<file path="src/rtl/csr_pkg.sv">
// Shared encodings for the CSR access unit: instruction ops, FSM states and
// the address fields used for read-only and privilege decoding.
package csr_pkg;

  typedef enum logic [1:0] {
    OP_RSVD = 2'b00,
    OP_RW   = 2'b01,
    OP_RS   = 2'b10,
    OP_RC   = 2'b11
  } csr_op_e;

  typedef enum logic [1:0] {
    ST_IDLE  = 2'b00,
    ST_READ  = 2'b01,
    ST_WRITE = 2'b10,
    ST_RESP  = 2'b11
  } csr_state_e;

  localparam int unsigned RO_HI   = 11;
  localparam int unsigned RO_LO   = 10;
  localparam int unsigned PRIV_HI = 9;
  localparam int unsigned PRIV_LO = 8;

  localparam logic [1:0] RO_FIELD = 2'b11;

endpackage

</file>
<file path="src/rtl/csr_wdata_alu.sv">
// Combinational CSR write-data generator: RW replaces, RS sets bits, RC clears bits.
module csr_wdata_alu #(
  parameter int unsigned C_XLEN = 32
) (
  input  logic [1:0]        op,
  input  logic [C_XLEN-1:0] old,
  input  logic [C_XLEN-1:0] src,
  output logic [C_XLEN-1:0] wdata
);
  import csr_pkg::*;

  always_comb begin
    wdata = '0;
    case (csr_op_e'(op))
      OP_RW:   wdata = src;
      OP_RS:   wdata = old | src;
      OP_RC:   wdata = old & ~src;
      default: wdata = '0;
    endcase
  end

endmodule

</file>
<file path="src/rtl/csr_access_unit.sv">
// CSR instruction sequencer: one outstanding request, optional read then write.
// Optional privilege check enabled by defining CSR_PRIV_CHECK_EN.
module csr_access_unit #(
  parameter int unsigned C_XLEN = 32
) (
  input  logic              clk_i,
  input  logic              resetb_i,
  input  logic              clk_en_i,
  input  logic              req_valid_i,
  output logic              req_ready_o,
  input  logic [1:0]        req_op_i,
  input  logic [11:0]       req_addr_i,
  input  logic [C_XLEN-1:0] req_src_i,
  input  logic              req_src_zero_i,
  input  logic              req_rd_zero_i,
  input  logic [1:0]        hpl_i,
  output logic              resp_valid_o,
  input  logic              resp_ready_i,
  output logic [C_XLEN-1:0] resp_rdata_o,
  output logic              resp_illegal_o,
  output logic              csr_access_o,
  output logic              csr_wr_o,
  output logic [11:0]       csr_addr_o,
  output logic [C_XLEN-1:0] csr_wdata_o,
  input  logic [C_XLEN-1:0] csr_rdata_i,
  input  logic              csr_illegal_i
);
  import csr_pkg::*;

  csr_state_e        state_q, state_d;
  csr_op_e           op_q, op_d;
  logic [11:0]       addr_q, addr_d;
  logic [C_XLEN-1:0] src_q, src_d;
  logic [C_XLEN-1:0] rdata_q, rdata_d;
  logic              wr_req_q, wr_req_d;
  logic              illegal_q, illegal_d;

  logic              write_req;
  logic              ro_hit;
  logic              priv_fail;
  logic [C_XLEN-1:0] alu_wdata;

  assign write_req = (req_op_i == OP_RW) || !req_src_zero_i;
  assign ro_hit    = write_req && (req_addr_i[RO_HI:RO_LO] == RO_FIELD);

`ifdef CSR_PRIV_CHECK_EN
  assign priv_fail = req_addr_i[PRIV_HI:PRIV_LO] > hpl_i;
`else
  logic unused_hpl;
  assign unused_hpl = ^hpl_i;
  assign priv_fail  = 1'b0;
`endif

  always_comb begin
    state_d   = state_q;
    op_d      = op_q;
    addr_d    = addr_q;
    src_d     = src_q;
    rdata_d   = rdata_q;
    wr_req_d  = wr_req_q;
    illegal_d = illegal_q;
    case (state_q)
      ST_IDLE: begin
        if (req_valid_i) begin
          op_d      = csr_op_e'(req_op_i);
          addr_d    = req_addr_i;
          src_d     = req_src_i;
          wr_req_d  = write_req;
          rdata_d   = '0;
          illegal_d = 1'b0;
          if ((req_op_i == OP_RSVD) || ro_hit || priv_fail) begin
            illegal_d = 1'b1;
            state_d   = ST_RESP;
          end else if ((req_op_i == OP_RW) && req_rd_zero_i) begin
            state_d = ST_WRITE;
          end else begin
            state_d = ST_READ;
          end
        end
      end
      ST_READ: begin
        rdata_d = csr_rdata_i;
        if (csr_illegal_i) begin
          illegal_d = 1'b1;
          state_d   = ST_RESP;
        end else if (wr_req_q) begin
          state_d = ST_WRITE;
        end else begin
          state_d = ST_RESP;
        end
      end
      ST_WRITE: begin
        if (csr_illegal_i) illegal_d = 1'b1;
        state_d = ST_RESP;
      end
      ST_RESP: begin
        if (resp_ready_i) state_d = ST_IDLE;
      end
      default: state_d = ST_IDLE;
    endcase
  end

  always_ff @(posedge clk_i or negedge resetb_i) begin
    if (!resetb_i) begin
      state_q   <= ST_IDLE;
      op_q      <= OP_RSVD;
      addr_q    <= '0;
      src_q     <= '0;
      rdata_q   <= '0;
      wr_req_q  <= 1'b0;
      illegal_q <= 1'b0;
    end else if (clk_en_i) begin
      state_q   <= state_d;
      op_q      <= op_d;
      addr_q    <= addr_d;
      src_q     <= src_d;
      rdata_q   <= rdata_d;
      wr_req_q  <= wr_req_d;
      illegal_q <= illegal_d;
    end
  end

  csr_wdata_alu #(.C_XLEN(C_XLEN)) u_wdata_alu (
    .op    (op_q),
    .old   (rdata_q),
    .src   (src_q),
    .wdata (alu_wdata)
  );

  // Ready is qualified by the reset pin so it reads 0 while reset is held.
  assign req_ready_o    = resetb_i && (state_q == ST_IDLE);
  assign resp_valid_o   = (state_q == ST_RESP);
  assign resp_rdata_o   = rdata_q;
  assign resp_illegal_o = illegal_q;

  assign csr_access_o = clk_en_i && ((state_q == ST_READ) || (state_q == ST_WRITE));
  assign csr_wr_o     = csr_access_o && (state_q == ST_WRITE);
  assign csr_addr_o   = csr_access_o ? addr_q : '0;
  assign csr_wdata_o  = csr_wr_o ? alu_wdata : '0;

endmodule

</file>
<file path="config.mk">
export PLATFORM = sky130hd
export DESIGN_NAME = csr_access_unit
export DESIGN_NICKNAME = d
export VERILOG_FILES = /design/src/rtl/csr_pkg.sv /design/src/rtl/csr_wdata_alu.sv /design/src/rtl/csr_access_unit.sv
export SDC_FILE = /design/constraint.sdc
export NUM_CORES = 1
export LEC_CHECK = 0
export ABC_AREA = 1
export CAP_MARGIN = 20
export CORE_ASPECT_RATIO = 2
export CORE_MARGIN = 2
export CORE_UTILIZATION = 47
export CTS_CLUSTER_SIZE = 24
export DETAILED_ROUTE_END_ITERATION = 16
export PLACE_DENSITY_LB_ADDON = 0.1
export REMOVE_ABC_BUFFERS = 1
export SYNTH_ARGS = -nofsm -noshare
export SYNTH_HDL_FRONTEND = slang
export SYNTH_SLANG_ARGS = --single-unit
</file>
<file path="constraint.sdc">
create_clock -name clk_i -period 4.2 [get_ports clk_i]
set_input_delay 1.26 -clock clk_i [delete_from_list [all_inputs] [get_ports clk_i]]
set_output_delay 1.26 -clock clk_i [all_outputs]
set_load 0.1 [all_outputs]
</file>
Yosys cells after proc, flatten, opt, wreduce, memory -nomap -nowiden --
Cells that the tools add are included.
Operators by class: equality and inequality tests 11, multiplexer cells 16, bitwise gates (word level) 3, reduce and logical (&&, ||, !) cells 18
Operator list (count):
- $pmux 32 s3 | 1
- $mux 32 | 2
- $pmux 32 s2 | 1
- $and 32x32->32 | 1
- $not 32->32 | 1
- $or 32x32->32 | 1
- $mux 12 | 1
- $eq 2x2->1 const B | 5
- $reduce_and 3->1 | 3
- $mux 2 | 4
- $pmux 2 s4 | 1
- $eq 2x1->1 const B | 3
- $logic_and 1x1->1 | 5
- $mux 1 | 5
- $logic_not 2->1 | 2
- $ne 2x1->1 const B | 2
- $reduce_and 4->1 | 1
- $reduce_bool 2->1 | 2
- $logic_or 1x1->1 | 3
- $ne 2x2->1 const B | 1
- $pmux 1 s2 | 1
- $reduce_or 2->1 | 1
- $logic_not 1->1 | 1
Word-level totals: register bits after elaboration 82, input port bits 88, output and inout bits 81, word-level logic and storage cells 55

Depth between registers and ports, before layout --
Gate-level depths: netlist of the first run.
depth in word-level cells 7, depth in mapped cells 9, depth with buffers taken out 9

Cells and area by module --
Synthesis of the first run repeated with hierarchy kept, for this count alone.
Unflattened totals: cell total of the unflattened synthesis 618, area, all modules 4396.7 µm²
Modules (own cells, without submodules):
- csr_access_unit | instances 1, cells each 477, area an instance 3773.6 µm², seq. area each 2052.0 µm²
- csr_wdata_alu | instances 1, cells each 141, area an instance 623.1 µm², seq. area each 0.0 µm²

Worst setup path after synthesis of the first run --
OpenSTA, ideal clock, no wires.
path kind input-to-output, start input port clk_en_i, end output port csr_wdata_o[10], arrival time 3.558 ns, required time 2.940 ns, slack -0.618 ns, stages on the path 5, path buffers 1, cell sequence nand2_1 inv_2 nand2_4 buf_2 a21oi_1
Between the ends: longest elaborated chain between the ends 3
Ends and longest elaborated chain:
- start: declaration | line csr_access_unit.sv:8 | input logic clk_en_i,
- $logic_and 1x1->1 | line csr_access_unit.sv:136 | assign csr_access_o = clk_en_i && ((state_q == ST_READ) || (state_q == ST_WRITE));
- named net csr_access_o | line csr_access_unit.sv:21 | output logic csr_access_o,
- $logic_and 1x1->1 | line csr_access_unit.sv:137 | assign csr_wr_o = csr_access_o && (state_q == ST_WRITE);
- $mux 32 | line csr_access_unit.sv:139 | assign csr_wdata_o = csr_wr_o ? alu_wdata : '0;
- end: declaration | line csr_access_unit.sv:24 | output logic [C_XLEN-1:0] csr_wdata_o,
The timed path passes the listed nets, and every way through them passes these cells.

Final worst setup path of the first run --
start input port clk_en_i, end output port csr_wdata_o[5]
Between the ends: longest elaborated chain between the ends 3
Ends and longest elaborated chain (line):
- $logic_and 1x1->1 | csr_access_unit.sv:136
- $logic_and 1x1->1 | csr_access_unit.sv:137
- $mux 32 | csr_access_unit.sv:139
Every way passes these cells.

==> results of run 1 <==
## kinds of logic after synthesis
kind of cell	after synthesis
AO/OA/AOI/OAI	96
flip-flops	82
buffers and inverters	105
AND/OR/NAND/NOR	262
adder cells (fa/ha/maj)	4
## power groups by stage
| stage | logic, uW | registers, uW | clock network (uW) |
|---|---|---|---|
| 3_5_place_dp | 3370 | 1370 | 0 |
| 6_report | 3370 | 1370 | 720 |
| 4_1_cts | 3380 | 1360 | 730 |
| 3_3_place_gp | 3310 | 1350 | 0 |
| 5_1_grt | 3560 | 1400 | 771 |
| 2_1_floorplan | 1390 | 2250 | 0 |
## how the worst max path moves through the flow
stage / start / endpoint
floorplan: clk_en_i / csr_wdata_o[0]
global placement: clk_en_i / csr_wdata_o[22]
detailed placement: clk_en_i / csr_wdata_o[28]
CTS: clk_en_i / csr_wdata_o[28]
global route: clk_en_i / csr_wdata_o[5]
finish: clk_en_i / csr_wdata_o[5]
## routing by layer
metal / up-vias / share of wire / wire [um]
met3: 29 / 0.062 / 777
met1: 2006 / 0.36 / 4502
met2: 171 / 0.55 / 6830
met5: - / 0 / 0
li1: 2018 / - / -
met4: 0 / 0.030 / 380
## cell type report
| type | instances | area [sq um] | share of cell area |
|---|---|---|---|
| Clock buffer | 12 | 256.5 | 0.03899 |
| Clock inverter | 3 | 15.01 | 0.002282 |
| Inverter | 76 | 285.3 | 0.04336 |
| Multi-Input combinational cell | 362 | 1625 | 0.2471 |
| Sequential cell | 82 | 2052 | 0.3119 |
| Tap cell | 100 | 125.1 | 0.01902 |
| Timing Repair Buffer | 175 | 2220 | 0.3374 |
## metrics by stage
stage               worst slack (ps)    util  power [uW]  instance area [sq um]  setup TNS (ps)
floorplan                     -678.9       -        3646                   3955          -12910
global placement               174.0  0.7321        4660                   6287               0
detailed placement             115.6  0.7321        4741                   6287               0
CTS                            126.2  0.7637        5474                   6559               0
global route                   31.35  0.7660        5734                   6579               0
finish                         133.0  0.7660        5458                   6579               0
## critical path: cells and delay by family
family	cells	cell delay (ps)
buffers and inverters	4	1090
AND/OR/NAND/NOR	2	190
AO/OA/AOI/OAI	1	270
## cells in the mapped netlist, drive strengths merged
master,number,area (sq um)
a21boi,1,11.26
a21oi,17,85.08
buf,17,105.1
clkbuf,12,45.04
dfrtp,82,2052
ha,4,50.05
inv,76,285.3
nand2,170,645.6
nand3,52,265.3
nor2,40,170.2
o21ai,78,390.4
## layout by cell type, fill, tap and decap left out
| cell type | count |
|---|---|
| clkbuf_16 | 9 |
| clkinv_2 | 3 |
| inv_2 | 2 |
| dfrtp_1 | 82 |
| buf_12 | 49 |
| buf_4 | 9 |
| nor2_1 | 36 |
| o21ai_1 | 2 |
| nand2_4 | 1 |
| nand3_2 | 1 |
| inv_1 | 74 |
| nor2_4 | 2 |
| clkbuf_8 | 2 |
| nor2_2 | 2 |
| nand2_1 | 169 |
| a21boi_4 | 1 |
| nand3_1 | 51 |
| o21ai_0 | 76 |
| clkbuf_1 | 1 |
| a21oi_1 | 17 |
| ha_1 | 4 |
| clkdlybuf4s50_1 | 117 |
## registers in the layout, summed over array words and instances, names as in the netlist
signal,count
addr_q,12
op_q,2
resp_illegal_o,1
wr_req_q,1
src_q,32
state_q,2
resp_rdata_o,32
==> results.py, run 1 <==
metrics = {
    "die": {
        "core_sq_mm": 0.008588,
        "fp.dieW_um": 70.09,
        "num_io_pins": 169,
        "die_y_um": 136.2,
        "start_util": 0.4780,
        "row_count": 48,
        "dieArea_sq_mm": 0.009543,
    },
    "yosys": {
        "synthXorXnorAreaFrac": 0,
        "ys_seq_elements": 82,
        "syn_inst": 549,
        "synthMuxAreaShare": 0,
        "yosysSeqAreaShare": 0.4998,
        "synth_area_per_cell_sq_um": 7.478,
        "synth_area_sq_mm": 0.004105,
        "synth-simple-area-share": 0.2633,
        "yosys.cell_types.count": 19,
        "synth_top_family_by_area": "simple AND/OR/NAND/NOR gates",
        "synth-compound-area-share": 0.1186,
        "ys_warn_count": 0,
        "synthAdderAreaFrac": 0.01219,
    },
    "drt": {
        "wl_um": 12490,
        "drtIter0Drc": 320,
        "routed-via-count": 4224,
        "drc": 0,
        "drt-pass1-iter-count": 5,
        "via_per_inst": 5.215,
        "drt-wirelength-per-cell_um": 15.42,
        "antenna_left": 0,
    },
    "global_routing": {
        "grt_max_degree": 60,
        "met3_usage": 0.05041,
        "met1_usage": 0.2922,
        "top_usage_layer": "met2",
        "grt_use_met2": 0.4894,
        "grt_pass1_wl_um": 20010,
        "overflow": 0,
        "grt_antenna_before_repair": 0,
        "grtUsageTotal": 0.2679,
        "grt_pass1_vias": 4268,
    },
    "worst_hold_path": {
        "holdCritStartpoint": "resp_illegal_o",
        "hold-path-endpoint": "resp_illegal_o",
        "hold_depth": 2,
        "hold_path.class": "flop to flop",
    },
    "worst_setup_path": {
        "reg2reg_to": "resp_rdata_o[0]",
        "critPathRequiredTime_ps": 2940,
        "critical-path-max-stage-delay_ps": 540,
        "crit_path_cell_trace": "clkdlybuf4s50_1, nand2_1, inv_2, nand2_4, buf_4, a21oi_1, buf_12",
        "timing.rr.start": "state_q[0]",
        "ff2ff_path_depth": 6,
        "cp.arrival_ps": 2810,
        "reg2reg_slack_ps": 1920,
        "critPathKind": "input port to output port",
        "cpMaxStageDelayCell": "clkdlybuf4s50_1",
        "crit_fanout": 18,
        "critPathCaptureType": "output port",
        "startpoint_type": "input port",
    },
    "timing": {
        "rsz0062_at_grt": "false",
        "post-route-period-util": 0.9683,
        "min_period_ps": 4067,
        "worstMarginPinSlew_ps": 1047,
        "drv_slew": 0,
        "fmax_mhz": 245.9,
        "relSlewSlack": 0.3000,
        "finalHoldViolations": 0,
        "fin_skew_ps": 4.278,
        "hold_ws_ps": 502.4,
        "finalSetupViolations": 0,
    },
    "clocking": {
        "clk_pin_slew_worst_paths_ps": 60,
        "cts_setup_buffers": 0,
        "htreeDepth": 3,
        "clock-sinks": 82,
        "cts_tree": "yes",
        "cts_buffers": 9,
        "cts.hold.buffers_added": 0,
        "cts_resized": 0,
        "clk_latency_ps": 330,
        "cts_root_buf": "clkbuf_16",
        "clock_path_buffers": 2,
    },
    "final_layout": {
        "syn2layout_area_growth_pct": 60.26,
        "n_fill_cell": 642,
        "drive_gt1_frac": 0.1141,
        "final_cells": 810,
        "num-nets-final": 798,
        "n_antenna_cell": 0,
    },
    "placement": {
        "placedCellCount": 794,
        "routabilityCongestion": 0.9019,
        "dp_hpwl_um": 9159,
        "port_buffers": 166,
    },
    "power": {
        "switching_share": 0.5454,
        "combPwrFrac": 0.618,
        "vdd_drop_max_mv": 0.5903,
        "leakage_uw": 0.003142,
        "power.switching_uw": 2977,
        "power.share.clock": 0.132,
        "p_int_uw": 2481,
        "power_density_mw_per_mm2": 829.6,
        "p_seq_frac": 0.250,
    },
    "job": {
        "drv_cap": 0,
    },
    "status": {
        "status": "finished, final reports clean",
    },
}
Power figures use the tool's default switching activity.
==> inputs of run 2 (changes only) <==
--- a/config.mk
+++ b/config.mk
@@ -9,7 +9,7 @@
 export CAP_MARGIN = 20
 export CORE_ASPECT_RATIO = 2
 export CORE_MARGIN = 2
-export CORE_UTILIZATION = 47
+export CORE_UTILIZATION = 45
 export CTS_CLUSTER_SIZE = 24
 export DETAILED_ROUTE_END_ITERATION = 16
 export PLACE_DENSITY_LB_ADDON = 0.1
==> results.py, run 2 (synthesis results as in run 1) <==
metrics = {
    "die": {
        "num_io_pins": 169,
        "dieArea_sq_mm": 0.009949,
        "row_count": 49,
        "fp.dieW_um": 71.54,
        "die_y_um": 139.1,
        "start_util": 0.4586,
        "core_sq_mm": 0.008951,
    },
    "timing": {
        "hold_ws_ps": 507.4,
        "fin_skew_ps": 7.751,
        "worstMarginPinSlew_ps": 1013,
        "setup_tns_ps": 0,
        "drv_slew": 0,
        "min_period_ps": 4077,
        "finalSetupViolations": 0,
        "rsz0062_at_grt": "false",
        "relSlewSlack": 0.3226,
        "fmax_mhz": 245.3,
        "setup_slack_ps": 122.8,
        "post-route-period-util": 0.9708,
        "finalHoldViolations": 0,
    },
    "clocking": {
        "cts_resized": 0,
        "clk_pin_slew_worst_paths_ps": 60,
        "clk_latency_ps": 330,
        "cts_buffers": 9,
        "clock-sinks": 82,
        "clock_path_buffers": 2,
        "cts_root_buf": "clkbuf_16",
        "cts_tree": "yes",
        "htreeDepth": 3,
    },
    "worst_setup_path": {
        "critical-path-max-stage-delay_ps": 540,
        "cp.arrival_ps": 2820,
        "critPathKind": "input port to output port",
        "startpoint_type": "input port",
        "cpMaxStageDelayCell": "clkdlybuf4s50_1",
        "critPathRequiredTime_ps": 2940,
        "crit_path_cell_trace": "clkdlybuf4s50_1, nand2_1, inv_2, nand2_4, buf_4, a21oi_1, buf_12",
        "crit_fanout": 10,
        "critPathCaptureType": "output port",
        "reg2reg_slack_ps": 1800,
    },
    "global_routing": {
        "grt_pass1_vias": 4167,
        "grt_pass1_wl_um": 20310,
        "grt_max_degree": 61,
        "grtUsageTotal": 0.2619,
        "grt_antenna_before_repair": 0,
        "overflow": 0,
    },
    "final_layout": {
        "syn2layout_area_growth_pct": 60.62,
        "layout_commonest_cell": "nand2_1",
        "final_cell_mix": "169 x nand2_1, 117 x clkdlybuf4s50_1, 82 x dfrtp_1, 76 x o21ai_0, 74 x inv_1",
        "num-nets-final": 798,
        "drive_gt1_frac": 0.1139,
        "final_cells": 813,
        "n_fill_cell": 680,
        "n_antenna_cell": 0,
    },
    "drt": {
        "antenna_left": 0,
        "drt-wirelength-per-cell_um": 15.65,
        "drc": 0,
        "drtIter0Drc": 283,
        "wl_um": 12720,
        "routed-via-count": 4127,
        "via_per_inst": 5.076,
        "drt-pass1-iter-count": 4,
    },
    "placement": {
        "pre_cts_ws_ps": 62.07,
        "dp_hpwl_um": 9104,
        "port_buffers": 166,
        "routabilityCongestion": 0.8553,
        "placedCellCount": 796,
    },
    "worst_hold_path": {
        "hold_path.class": "flop to flop",
    },
    "job": {
        "drv_cap": 0,
    },
    "status": {
        "status": "finished, final reports clean",
    },
    "power": {
        "leakage_uw": 0.003147,
        "vdd_drop_max_mv": 0.5626,
        "power_density_mw_per_mm2": 832.1,
    },
}
==> run 2: changes by cell type in the layout (fill, tap and decap cells not counted), sizes merged <==
cell	change
clkbuf	+2
clkinv	-1
==> run 2: critical path: cells and delay by family <==
family / cells / cell delay [ps]
AND/OR/NAND/NOR: 2 / 230
buffers and inverters: 4 / 1080
AO/OA/AOI/OAI: 1 / 240
==> run 2: power breakdown <==
group	internal [uW]	switching, uW	leakage (uW)
Sequential	1150	198	0.00104
Clock	447	289	0.000143
Combinational	909	2500	0.00197
Total	2500	2980	0.00315
==> run 2: path summary, 6_finish.rpt <==
path	start	to	depth (start not counted)
hold / removal	src_q[7]	src_q[7]	2
setup reg to reg	state_q[1]	resp_rdata_o[4]	6
max in group asynchronous	resetb_i	src_q[19]	2
hold reg to reg	src_q[7]	src_q[7]	2
min in group asynchronous	resetb_i	addr_q[9]	1
setup / recovery	clk_en_i	csr_wdata_o[0]	7
==> run 2: routing by layer <==
metal	track usage	up-vias	share of wire
met5	0	-	0
met4	0.1182	0	0.028
met3	0.05451	21	0.058
met2	0.4664	152	0.54
met1	0.2907	1935	0.37
li1	-	2019	-
==> run 2: timing repair <==
action,in CTS,in global routing
buffers inserted,0,1
endpoints found under the setup margin,0,15
hold buffers,0,0
==> run 2: through the flow <==
stage / cell area, sq um / util / total power (uW)
6_report: 6594 / 0.7367 / 5487
5_1_grt: 6594 / 0.7367 / 5761
4_1_cts: 6574 / 0.7344 / 5512
3_5_place_dp: 6290 / 0.7027 / 4756
3_3_place_gp: 6290 / 0.7027 / 4677
2_1_floorplan: 3955 / - / 3646
==> run 2: cell type report <==
class	instances	area, sq um	area share
Multi-Input combinational cell	362	1625	0.2465
Clock buffer	14	274.0	0.04156
Inverter	76	285.3	0.04326
Tap cell	102	127.6	0.01935
Sequential cell	82	2052	0.3112
Timing Repair Buffer	175	2220	0.3366
Clock inverter	2	10.01	0.001518
